<file path="config.mk">
export PLATFORM = sky130hd
export DESIGN_NAME = l1i_cache
export DESIGN_NICKNAME = d
export VERILOG_FILES = /design/src/rtl/l1i_cache.sv
export SDC_FILE = /design/constraint.sdc
export NUM_CORES = 1
export LEC_CHECK = 0
export CAP_MARGIN = 20
export CORE_MARGIN = 2
export CORE_UTILIZATION = 45
export DETAILED_ROUTE_END_ITERATION = 10
export PLACE_DENSITY = 0.66
export SYNTH_ARGS = -nofsm -noshare
export SYNTH_HDL_FRONTEND = slang
export SYNTH_SLANG_ARGS = --single-unit
export TNS_END_PERCENT = 5
</file>
<file path="constraint.sdc">
create_clock -name clock -period 2.91 [get_ports clock]
set_clock_uncertainty 0.1 [all_clocks]
set_input_delay 0.291 -clock clock [delete_from_list [all_inputs] [get_ports clock]]
set_output_delay 0.291 -clock clock [all_outputs]
set_load 0.005 [all_outputs]
</file>
<file path="src/rtl/l1i_cache.sv">
`default_nettype none
// ============================================================================
// Module      : l1i_cache
// Description : Direct-mapped read-only L1 instruction cache. Hits are served
//               combinationally; misses refill a whole line word-by-word.
// Revision    : 1.0 - initial release
// ============================================================================
module l1i_cache #(
    parameter int LINES          = 8,
    parameter int WORDS_PER_LINE = 4
) (
    input  logic        clock,
    input  logic        reset_n,
    input  logic [31:0] cpu_address,
    input  logic        cpu_read,
    output logic [31:0] cpu_data,
    output logic        cpu_stall,
    input  logic        flush,
    output logic [31:0] mem_address,
    output logic        mem_read,
    input  logic [31:0] mem_data,
    input  logic        mem_stall
);

    localparam int c_ob = $clog2(WORDS_PER_LINE);
    localparam int c_ib = $clog2(LINES);
    localparam int c_tw = 30 - c_ob - c_ib;

    typedef enum logic [1:0] {
        S_IDLE = 2'd0,
        S_REQ  = 2'd1,
        S_WAIT = 2'd2
    } state_t;

    state_t            r_state;
    logic [LINES-1:0]  r_valid;
    logic [c_tw-1:0]   r_tag_arr  [LINES];
    logic [31:0]       r_data_arr [LINES*WORDS_PER_LINE];
    logic [c_tw-1:0]   r_fill_tag;
    logic [c_ib-1:0]   r_fill_idx;
    logic [c_ob-1:0]   r_cnt;

    logic [c_ob-1:0]   w_off;
    logic [c_ib-1:0]   w_idx;
    logic [c_tw-1:0]   w_tag;
    logic              w_hit;
    logic              w_idle;
    logic              w_miss;
    logic              w_last;
    logic              w_unused_addr;

    assign w_off         = cpu_address[c_ob+1:2];
    assign w_idx         = cpu_address[c_ob+c_ib+1:c_ob+2];
    assign w_tag         = cpu_address[31:c_ob+c_ib+2];
    assign w_unused_addr = &{1'b0, cpu_address[1:0]};

    assign w_idle = (r_state == S_IDLE);
    assign w_hit  = cpu_read & r_valid[w_idx] & (r_tag_arr[w_idx] == w_tag);
    assign w_miss = w_idle & cpu_read & ~w_hit;
    // WORDS_PER_LINE is a power of two, so the last word has an all-ones offset
    assign w_last = &r_cnt;

    // Outputs are forced low while reset is held, independent of the clock
    assign cpu_stall   = reset_n & (~w_idle | w_miss);
    assign cpu_data    = (reset_n & w_idle & w_hit) ? r_data_arr[{w_idx, w_off}] : 32'd0;
    assign mem_read    = reset_n & (r_state == S_REQ);
    assign mem_address = mem_read ? {2'b00, r_fill_tag, r_fill_idx, r_cnt} : 32'd0;

    always_ff @(posedge clock or negedge reset_n) begin
        if (!reset_n) begin
            r_state    <= S_IDLE;
            r_valid    <= '0;
            r_cnt      <= '0;
            r_fill_tag <= '0;
            r_fill_idx <= '0;
        end else if (flush) begin
            r_state <= S_IDLE;
            r_valid <= '0;
        end else begin
            case (r_state)
                S_IDLE: begin
                    if (w_miss) begin
                        r_fill_tag <= w_tag;
                        r_fill_idx <= w_idx;
                        r_cnt      <= '0;
                        r_state    <= S_REQ;
                    end
                end
                S_REQ: begin
                    if (!mem_stall) begin
                        r_state <= S_WAIT;
                    end
                end
                S_WAIT: begin
                    if (w_last) begin
                        r_valid[r_fill_idx] <= 1'b1;
                        r_state             <= S_IDLE;
                    end else begin
                        r_cnt   <= r_cnt + 1'b1;
                        r_state <= S_REQ;
                    end
                end
                default: r_state <= S_IDLE;
            endcase
        end
    end

    // Storage arrays carry no reset; validity is tracked solely by r_valid
    always_ff @(posedge clock) begin
        if (r_state == S_WAIT) begin
            r_data_arr[{r_fill_idx, r_cnt}] <= mem_data;
            if (w_last) begin
                r_tag_arr[r_fill_idx] <= r_fill_tag;
            end
        end
    end

endmodule
`default_nettype wire

</file>
==> reports/results.txt, run 1 <==
Status = finished, violations left
Failing checks = negative setup slack
Worst EP arrival = 3.73 ns
Final setup margin = -1.209 ns
Initial Util = 45.43%
DR vias/cell = 5.943
Maximum clock frequency = 242.8 MHz
Reg2reg end = r_fill_idx[2]
Reg2reg setup slack = -0.46 ns
DP HPWL = 60.10 mm
Largest net degree at the start of global routing = 66
Number of synthesized flops with an enable pin = 1,224
Final setup fails = 62
Sequential cell area = 37,760 um^2
Share of layout cells above drive strength 1 = 34.55%
Post-Route WL = 116.4 mm
Syn Inst Count = 2,081
Post-synth cell types = 45
Fin cells = 3,931
PortBufs = 130
Gr usage total = 21.13%
Reg clk slew, reported paths = 0.06 ns
Synthesized area = 48,780 um^2
Global route overflow = 0
Maximum VDD drop = 0.4754 mV
Area Growth Syn to Fin = 19.44%
Initial DRC count = 2,566
Unrepaired setup endpoints after global routing = yes
Synth warn = 0
Dominant cells by area after synthesis = edfxtp_1 (75%), mux4_2 (16%), dfrtp_1 (2.1%)
Worst R2R Path Depth = 11
Actual slew at the worst max-slew pin = 1.023 ns
Relative slew slack = 31.57%
Core Area = 107,400 um^2
Final net count = 2,498
Crit path kind = reg -> out
Worst Hold Margin = 0.07606 ns
Worst hold path class = in -> async
Largest area contributor in the netlist = edfxtp_1
CP Launch Type = register
Gpl congestion = 0.7773
Die X = 333.2 um
CP max FO = 5
Fillers = 7,883
DRC Markers = 0
Antenna violations before repair = 3
Cell count after placement = 3,685
LEAKAGE = 18.82 nW
Placement row count = 120
Die area = 111,000 um^2
Routed Antenna Nets = 0
CTS tree = built
H-tree depth = 4
CTS buffer count = 130
Root Buffer Master = clkbuf_16
Async S/R FF share, synth = 3.165%
Critical path required time = 2.52 ns
Tot Pwr = 38.86 mW
Register bit total from synthesis = 1,264
Final count of hold timing violations = 0
Pwr/cell area = 667.0 nW/um^2
Fin crit period = 4.119 ns
Mean Syn Cell Area = 23.44 um^2
Share of the synthesized area in the top cell type = 75.36%
First-pass GRT wire length = 168.1 mm
Vias post-DR = 23,360
Longest Clk Path Bufs = 3
Max Cap Violations = 0
Clock sinks = 1,264
Initial DRT Pass Iterations = 5
I/O pins = 135
Critical Path Sink Type = output port
Area of the multi-input gates = 10,980 um^2
R2r startpoint = r_tag_arr[5][7]
Wire length per cell = 29.60 um
Vias in the first global route = 24,090
Main synth FF type = edfxtp_1
Seq/Total Area, Yosys = 77.41%
Slew Limit Fails = 0
Die Ht = 333.2 um
Post-route clock period utilization = 141.6%
Clk_lat worst skew = 0.73 ns
[stage by stage]
| step | cell area [um^2] | utilization, % | setup TNS (ns) | setup WS [ns] |
|---|---|---|---|---|
| 2_1_floorplan | 48830 | - | -22.23 | -0.1305 |
| 3_3_place_gp | 53710 | 50.04 | -57.29 | -1.089 |
| 3_5_place_dp | 53710 | 50.04 | -59.94 | -1.137 |
| 4_1_cts | 58130 | 54.15 | -52.87 | -1.259 |
| 5_1_grt | 58260 | 54.27 | -60.56 | -1.391 |
| 6_report | 58260 | 54.27 | -49.90 | -1.209 |
[power by group]
part           internal [mW]  switching (mW)  leakage (nW)
Clock                   9.55            6.80          2.04
Combinational           1.01            1.00          5.28
Sequential              20.2           0.260          11.5
[cell usage after synthesis (3+ instances only)]
cell,n
a21oi_1,9
a22oi_1,15
and2_1,33
and3_1,9
buf_1,19
buf_2,7
buf_4,11
clkbuf_1,70
dfrtp_1,40
edfxtp_1,1224
ha_1,4
inv_1,3
mux2_2,21
mux2_4,9
mux2i_1,86
mux4_2,351
nand2_1,9
nand3_1,4
nand3b_1,3
nor2_1,96
nor2b_1,6
nor4_1,3
o22a_1,4
xnor2_1,11
xor2_1,6
[how the worst max path moves through the flow]
stage	start	end	slack, ns	cells past startpoint
after floorplan	r_state[0]	r_data_arr[27][0]	-0.13	5
after global placement	cpu_address[5]	cpu_data[7]	-1.09	13
after detailed placement	cpu_address[5]	cpu_data[0]	-1.14	13
after CTS	r_tag_arr[5][11]	cpu_data[6]	-1.26	12
after global routing	r_tag_arr[5][15]	cpu_data[26]	-1.39	12
final	r_tag_arr[5][7]	cpu_data[11]	-1.21	12
[metal layers]
metal | share of wire [%] | GRT usage [%] | vias up | wire (um)
met1 | 41 | 29.96 | 12630 | 48040
li1 | - | - | 9523 | -
met5 | 0.037 | 0 | - | 43
met4 | 2.1 | 6.450 | 6 | 2426
met2 | 49 | 33.73 | 1037 | 57060
met3 | 7.6 | 3.814 | 169 | 8793
[cell usage in the layout, fill, tap and decap left out, types with 11 or more instances in the layout]
cell / Yosys / final
nor2_2: 0 / 21
mux2_2: 21 / 14
buf_4: 11 / 120
and2_1: 33 / 31
clkbuf_16: 0 / 135
buf_2: 7 / 28
clkinv_2: 0 / 16
clkinv_1: 0 / 24
buf_12: 2 / 63
a22oi_1: 15 / 15
mux2i_1: 86 / 85
nor2_1: 96 / 25
clkdlybuf4s50_1: 0 / 92
mux2_4: 9 / 16
bufinv_16: 0 / 12
dfrtp_1: 40 / 39
nor2_4: 0 / 50
edfxtp_1: 1224 / 1224
clkbuf_1: 70 / 31
xnor2_1: 11 / 11
mux4_2: 351 / 352
[registers in the layout, indices dropped and copies added, names as in the netlist]
name / count
r_cnt: 2
r_data_arr: 1024
r_fill_idx: 3
r_fill_tag: 25
r_state: 2
r_tag_arr: 200
r_valid: 8
[area by class of cell]
type / count / area share [%]
diodes: 1 / 0.004295
clock buffers: 166 / 5.960
clock inverters: 68 / 1.241
inverters: 3 / 0.01933
multi-input cells: 704 / 18.85
flip-flops and latches: 1264 / 64.81
well taps: 1403 / 3.013
repair buffers: 322 / 6.097
[kinds of logic after synthesis]
group	Yosys count	synth area share (%)
buf+inv	114	1.077
other cells	1	0.007688
compound gates	39	0.5952
simple gates	174	1.716
flops	1264	77.41
xor+xnor	17	0.3053
mux	468	18.79
fa+ha+maj	4	0.1026
[critical path, stage by stage, from the launching register on]
cell and delay, ns:
edfxtp_1 0.38, mux4_2 0.47, mux2i_1 0.19, xor2_1 0.18, nand4_1 0.15, or4_4 0.57
nor3_4 0.24, nand3_4 0.10, buf_12 0.16, buf_12 0.15, buf_16 0.16, nor2_2 0.10
buf_2 0.12
[repair_timing]
item,4_1_cts,5_1_grt
cloned,3,0
hold buffers,1,0
endpoints found under the setup margin,65,70
pin swaps,14,15
buffers inserted,5,0
gates resized for setup,179,26
hold endpoints to repair,40,0
Power figures use the tool's default switching activity.
==> inputs of run 2 (changes only) <==
--- a/config.mk
+++ b/config.mk
@@ -7,9 +7,9 @@
 export LEC_CHECK = 0
 export CAP_MARGIN = 20
 export CORE_MARGIN = 2
-export CORE_UTILIZATION = 45
+export CORE_UTILIZATION = 55
 export DETAILED_ROUTE_END_ITERATION = 10
-export PLACE_DENSITY = 0.66
+export PLACE_DENSITY = 0.77
 export SYNTH_ARGS = -nofsm -noshare
 export SYNTH_HDL_FRONTEND = slang
 export SYNTH_SLANG_ARGS = --single-unit
==> reports/results.txt, run 2 (same netlist as run 1, synthesis figures left out) <==
Final setup fails = 64 (+3.2%)
Reg2reg setup slack = -0.76 ns (-0.30 ns)
Global route overflow = 0 (unchanged)
Initial Util = 55.36% (+9.9 points)
Die Ht = 301.8 um (-9.4%)
R2r startpoint = r_tag_arr[7][15]
DP HPWL = 61.69 mm (+2.6%)
Crit path kind = reg -> out
Commonest non-fill, non-tap cell in the layout = edfxtp_1
Worst R2R Path Depth = 12 (+1)
Longest Clk Path Bufs = 3 (unchanged)
Final net count = 2,478 (-0.80%)
Worst EP arrival = 3.58 ns (-0.15 ns)
Die area = 91,080 um^2 (-18%)
Most frequent cells in the layout = edfxtp_1 (1,224), mux4_2 (351), buf_4 (122)
Reg2reg end = r_fill_tag[0]
Cell count after placement = 3,442 (-6.6%)
Pwr/cell area = 662.1 nW/um^2 (-0.74%)
Reg clk slew, reported paths = 0.06 ns (about the same)
Status = finished, violations left
Placement row count = 109 (-9.2%)
Post-route clock period utilization = 136.4% (-5.2 points)
CP max FO = 6 (+1)
Initial DRC count = 3,066 (+19%)
Slew Limit Fails = 0 (unchanged)
Clock sinks = 1,264 (unchanged)
Regs by FF count = r_data_arr x1024, r_tag_arr x200, r_fill_tag x25
Relative slew slack = 22.04% (-9.5 points)
Initial DRT Pass Iterations = 8 (+3)
Critical Path Sink Type = output port
Max reg flops = 1,024 (unchanged)
Largest net degree at the start of global routing = 54 (-18%)
I/O pins = 135 (unchanged)
Reg with most FFs = r_data_arr
CTS tree = built
CP Launch Type = register
DRC Markers = 0 (unchanged)
Crit path launch = r_tag_arr[7][15]
Critical path required time = 2.52 ns (about the same)
Core Area = 88,100 um^2 (-18%)
DR vias/cell = 6.484 (+9.1%)
Maximum clock frequency = 252.0 MHz (+3.8%)
Final count of hold timing violations = 0 (unchanged)
Actual slew at the worst max-slew pin = 1.169 ns (+0.1462 ns)
Vias post-DR = 23,840 (+2.1%)
Clk_lat worst skew = 0.70 ns (-0.03 ns)
Fin cells = 3,677 (-6.5%)
Antenna violations before repair = 6 (+3)
Gr usage total = 27.18% (+6.0 points)
First-pass GRT wire length = 173.8 mm (+3.4%)
Unrepaired setup endpoints after global routing = yes
Worst hold path class = in -> async
Gpl congestion = 0.7722 (-0.66%)
H-tree depth = 3 (-1)
Final setup margin = -1.059 ns (+0.1506 ns)
CTS buffer count = 118 (-9.2%)
Wire length per cell = 33.33 um (+13%)
Fin crit period = 3.969 ns (-0.1506 ns)
Share of layout cells above drive strength 1 = 33.85% (-0.70 points)
Root Buffer Master = clkbuf_16
Maximum VDD drop = 0.5256 mV (+11%)
Failing checks = negative setup slack
Post-Route WL = 122.6 mm (+5.3%)
Vias in the first global route = 24,590 (+2.1%)
Tot Pwr = 38.06 mW (-2.1%)
Worst Hold Margin = 0.1316 ns (+0.05552 ns)
Area Growth Syn to Fin = 17.85%
Die X = 301.8 um (-9.4%)
PortBufs = 130 (unchanged)
Max Cap Violations = 0 (unchanged)
Routed Antenna Nets = 0 (unchanged)
Worst slack, placed = -1.158 ns (-0.02088 ns)
LEAKAGE = 18.61 nW (-1.1%)
==> run 2: cell types whose count changed in the layout (fill, tap and decap cells not counted), moves of 4 or more <==
cell | previous run | this run
clkbuf_8 | 2 | 8
nor2_2 | 21 | 14
buf_12 | 63 | 56
clkbuf_16 | 135 | 119
nor2_4 | 50 | 56
inv_6 | 6 | 2
clkdlybuf4s15_2 | 4 | 0
==> run 2: critical path, stage by stage (launching register included) <==
cell,delay (ns)
edfxtp_1,0.37
mux4_2,0.47
mux2i_1,0.17
xor2_1,0.20
nand4_1,0.18
or4_4,0.57
nor3_4,0.13
nand3_2,0.11
buf_12,0.17
buf_12,0.15
buf_16,0.15
nor2_4,0.08
buf_2,0.12
==> run 2: area by class of cell <==
type	count	area (um^2)
repair buffers	314	3304
diodes	4	10.01
flip-flops and latches	1264	37760
fillers	5479	30620
inverters	3	11.26
well taps	1165	1458
clock buffers	159	3208
multi-input cells	704	11010
clock inverters	64	726.9
==> run 2: repair_timing <==
item                                    4_1_cts  5_1_grt
endpoints found under the setup margin       64       65
gates cloned                                  1        0
gates resized for setup                     191       19
setup buffers                                 4        1
pin swaps                                    33        7
hold endpoints to repair                     40        0
hold buffers                                  1        0
==> run 2: metal layers <==
metal	up-vias	routed length [um]	GRT usage [%]
met1	12640	43660	35.43
met2	1468	63580	46.01
met3	270	11150	5.832
li1	9461	-	-
met4	2	4158	9.300
met5	-	13	0
==> run 2: how the worst max path moves through the flow <==
stage,endpoint,cells after the start
2_1_floorplan,r_data_arr[27][0],5
3_3_place_gp,cpu_data[9],13
3_5_place_dp,cpu_data[10],13
4_1_cts,cpu_data[4],12
5_1_grt,cpu_data[25],12
6_report,cpu_data[10],12
==> run 2: stage by stage <==
stage	area (um^2)	setup TNS (ns)	util, %
final	57480	-53.38	65.24
after global routing	57480	-61.70	65.24
after floorplan	48830	-22.23	-
after detailed placement	53280	-57.95	60.47
after global placement	53280	-58.16	60.47
after CTS	57360	-55.41	65.11
==> run 2: where the power goes <==
part | internal [mW] | switching (mW) | total (mW) | leakage (nW)
Clock | 8.91 | 6.62 | 15.5 | 1.91
Sequential | 20.2 | 0.262 | 20.5 | 11.5
Combinational | 0.989 | 1.05 | 2.04 | 5.20
Total | 30.1 | 7.93 | 38.1 | 18.6
==> inputs of run 3 (changes only) <==
--- a/config.mk
+++ b/config.mk
@@ -9,7 +9,7 @@
 export CORE_MARGIN = 2
 export CORE_UTILIZATION = 55
 export DETAILED_ROUTE_END_ITERATION = 10
-export PLACE_DENSITY = 0.77
+export PLACE_DENSITY = 0.74
 export SYNTH_ARGS = -nofsm -noshare
 export SYNTH_HDL_FRONTEND = slang
 export SYNTH_SLANG_ARGS = --single-unit
==> constraint.sdc (replaced) <==
create_clock -name clock -period 3.8 [get_ports clock]
set_clock_uncertainty 0.1 [all_clocks]
set_input_delay 0.38 -clock clock [delete_from_list [all_inputs] [get_ports clock]]
set_output_delay 0.38 -clock clock [all_outputs]
set_load 0.005 [all_outputs]
==> reports/results.txt, run 3 (same netlist as run 1, synthesis figures left out) <==
Post-layout instance area = 57,210 um^2 (-0.48%)
Worst hold path class = in -> reg
Post-Route WL = 119.6 mm (-2.4%)
First-pass GRT wire length = 171.1 mm (-1.6%)
Critical Path End = cpu_data[2]
Status = finished, violations left
Placed cell areas = 52,750 um^2 (-1.0%)
Critical Path Sink Type = output port
Reg clk slew, reported paths = 0.06 ns (about the same)
Max Cap Violations = 0 (unchanged)
Area of the multi-input gates = 10,910 um^2 (-0.90%)
H-tree depth = 4 (+1)
Commonest non-fill, non-tap cell in the layout = edfxtp_1
I/O pins = 135 (unchanged)
CTS buffer count = 130 (+10%)
Pwr/cell area = 520.8 nW/um^2 (-21%)
PortBufs = 130 (unchanged)
CTS tree = built
Largest net degree at the start of global routing = 56 (+3.7%)
CP max FO = 7 (+1)
CP Launch Type = register
Share of layout cells above drive strength 1 = 33.40% (-0.45 points)
Gr usage total = 26.86% (-0.31 points)
Worst slack, placed = -0.3420 ns (+0.8163 ns)
Core Area = 88,100 um^2 (unchanged)
Worst R2R Path Depth = 11 (-1)
Worst EP arrival = 3.67 ns (+0.09 ns)
Relative slew slack = 26.51% (+4.5 points)
Reg2reg end = r_fill_tag[23]
Tot Pwr = 29.79 mW (-22%)
Critical path cell sequence = mux4_2 > mux2i_1 > xor2_1 > nand4_1 > or4_4 > nor3_2 > buf_4 > nand3_4 > buf_12 > buf_12 > buf_16 > nor2_4 > buf_2
Regs by FF count = r_data_arr x1024, r_tag_arr x200, r_fill_tag x25
Root Buffer Master = clkbuf_16
Final setup margin = -0.3451 ns (+0.7134 ns)
Crit path kind = reg -> out
DP HPWL = 60.14 mm (-2.5%)
Reg with most FFs = r_data_arr
LEAKAGE = 18.42 nW (-1.0%)
Slew Limit Fails = 0 (unchanged)
R2r startpoint = r_tag_arr[0][13]
Wire length per cell = 32.78 um (-1.6%)
Most frequent cells in the layout = edfxtp_1 (1,224), mux4_2 (351), clkbuf_16 (135)
M1 GR Usage = 35.65% (+0.22 points)
Vias in the first global route = 24,390 (-0.83%)
Vias post-DR = 23,760 (-0.34%)
Fillers = 5,546 (+1.2%)
Initial Util = 55.36% (unchanged)
Crit-path max cell delay = 0.54 ns (-0.03 ns)
Die X = 301.8 um (unchanged)
Cell count after placement = 3,408 (-0.99%)
Fin crit period = 4.145 ns
Final count of hold timing violations = 0 (unchanged)
Critical path required time = 3.32 ns (+0.80 ns)
Reg2reg setup slack = 0.46 ns (+1.22 ns)
Area Growth Syn to Fin = 17.28%
Unrepaired setup endpoints after global routing = yes
Final net count = 2,457 (-0.85%)
Global route overflow = 0 (unchanged)
Placement row count = 109 (unchanged)
Die Ht = 301.8 um (unchanged)
Maximum VDD drop = 0.4298 mV (-18%)
Antenna violations before repair = 3 (-3)
Max reg flops = 1,024 (unchanged)
DR vias/cell = 6.512 (+0.42%)
Most common cell on crit path = buf_12
Gpl congestion = 0.7806 (+1.1%)
Fin cells = 3,649 (-0.76%)
Post-route clock period utilization = 109.1%
Busiest layer in global routing = met2
Maximum clock frequency = 241.2 MHz
DRC Markers = 0 (unchanged)
Sequential cell area = 37,760 um^2 (unchanged)
Routed Antenna Nets = 0 (unchanged)
M2 GR Usage = 43.58% (-2.4 points)
Failing checks = negative setup slack
Longest Clk Path Bufs = 3 (unchanged)
Actual slew at the worst max-slew pin = 1.099 ns (-0.07048 ns)
Met3 usage = 7.024% (+1.2 points)
Crit path launch = r_tag_arr[0][13]
Initial DRT Pass Iterations = 7 (-1)
Slowest cell on crit path = or4_4
Clk_lat worst skew = 0.72 ns (+0.02 ns)
Clock sinks = 1,264 (unchanged)
Final setup fails = 32 (-50%)
Die area = 91,080 um^2 (unchanged)
Initial DRC count = 2,993 (-2.4%)
run 3: cell types whose count changed in the layout (fill, tap and decap cells not counted), sizes merged, moves of 2 or more:
cell           delta
inv               +5
clkinvlp          +5
clkinv            -6
clkdlybuf4s15     +9
clkbuf            +5
buf              -43
diode             -2
run 3: where the power goes:
group,total (mW),switching (mW),internal (mW)
Clock,12.6,5.24,7.38
Combinational,1.49,0.780,0.711
Sequential,15.7,0.192,15.5
run 3: how the worst min path moves through the flow:
stage	cells after the start	from	to	slack, ns
4_1_cts	3	cpu_address[6]	r_fill_idx[2]	0.09
5_1_grt	3	cpu_address[6]	r_fill_idx[2]	0.11
3_5_place_dp	1	reset_n	r_state[1]	0.25
6_report	3	cpu_address[6]	r_fill_idx[2]	0.12
2_1_floorplan	0	reset_n	r_cnt[0]	-0.02
3_3_place_gp	1	reset_n	r_state[1]	0.25
run 3: critical path: cells and delay by family, from the launching register on:
kind / cells / cell delay (ns)
AND/OR/NAND/NOR: 5 / 0.97
XOR/XNOR: 1 / 0.20
flip-flops: 1 / 0.37
buffers and inverters: 5 / 0.71
multiplexers: 2 / 0.65
run 3: timing repair:
action / CTS / global route
hold buffers: 2 / 0
buffers inserted: 3 / 0
setup endpoints to repair: 33 / 33
hold endpoints to repair: 15 / 0
gates resized for setup: 172 / 1
pin swaps: 15 / 0
gates cloned: 3 / 0
run 3: metal layers:
| metal | share of wire (%) | up-vias |
|---|---|---|
| li1 | - | 9420 |
| met1 | 37 | 12640 |
| met2 | 50 | 1450 |
| met3 | 9.7 | 253 |
| met4 | 3.5 | 2 |
| met5 | 0.0092 | - |
run 3: cell type report:
class / instances / area share [%]
Clock buffer: 163 / 6.124
Multi-Input combinational cell: 704 / 19.07
Timing Repair Buffer: 281 / 4.978
Antenna cell: 2 / 0.008749
Tap cell: 1165 / 2.548
Inverter: 3 / 0.01968
Sequential cell: 1264 / 66.00
Clock inverter: 67 / 1.255
run 3: stage by stage:
stage	TNS [ns]	util [%]	hold slack, ns
final	-8.702	64.93	0.1167
after global routing	-13.55	64.93	0.1115
after CTS	-9.118	64.90	0.09273
after detailed placement	-9.762	59.87	0.2535
after global placement	-9.212	59.87	0.2498
after floorplan	0	-	-0.01559
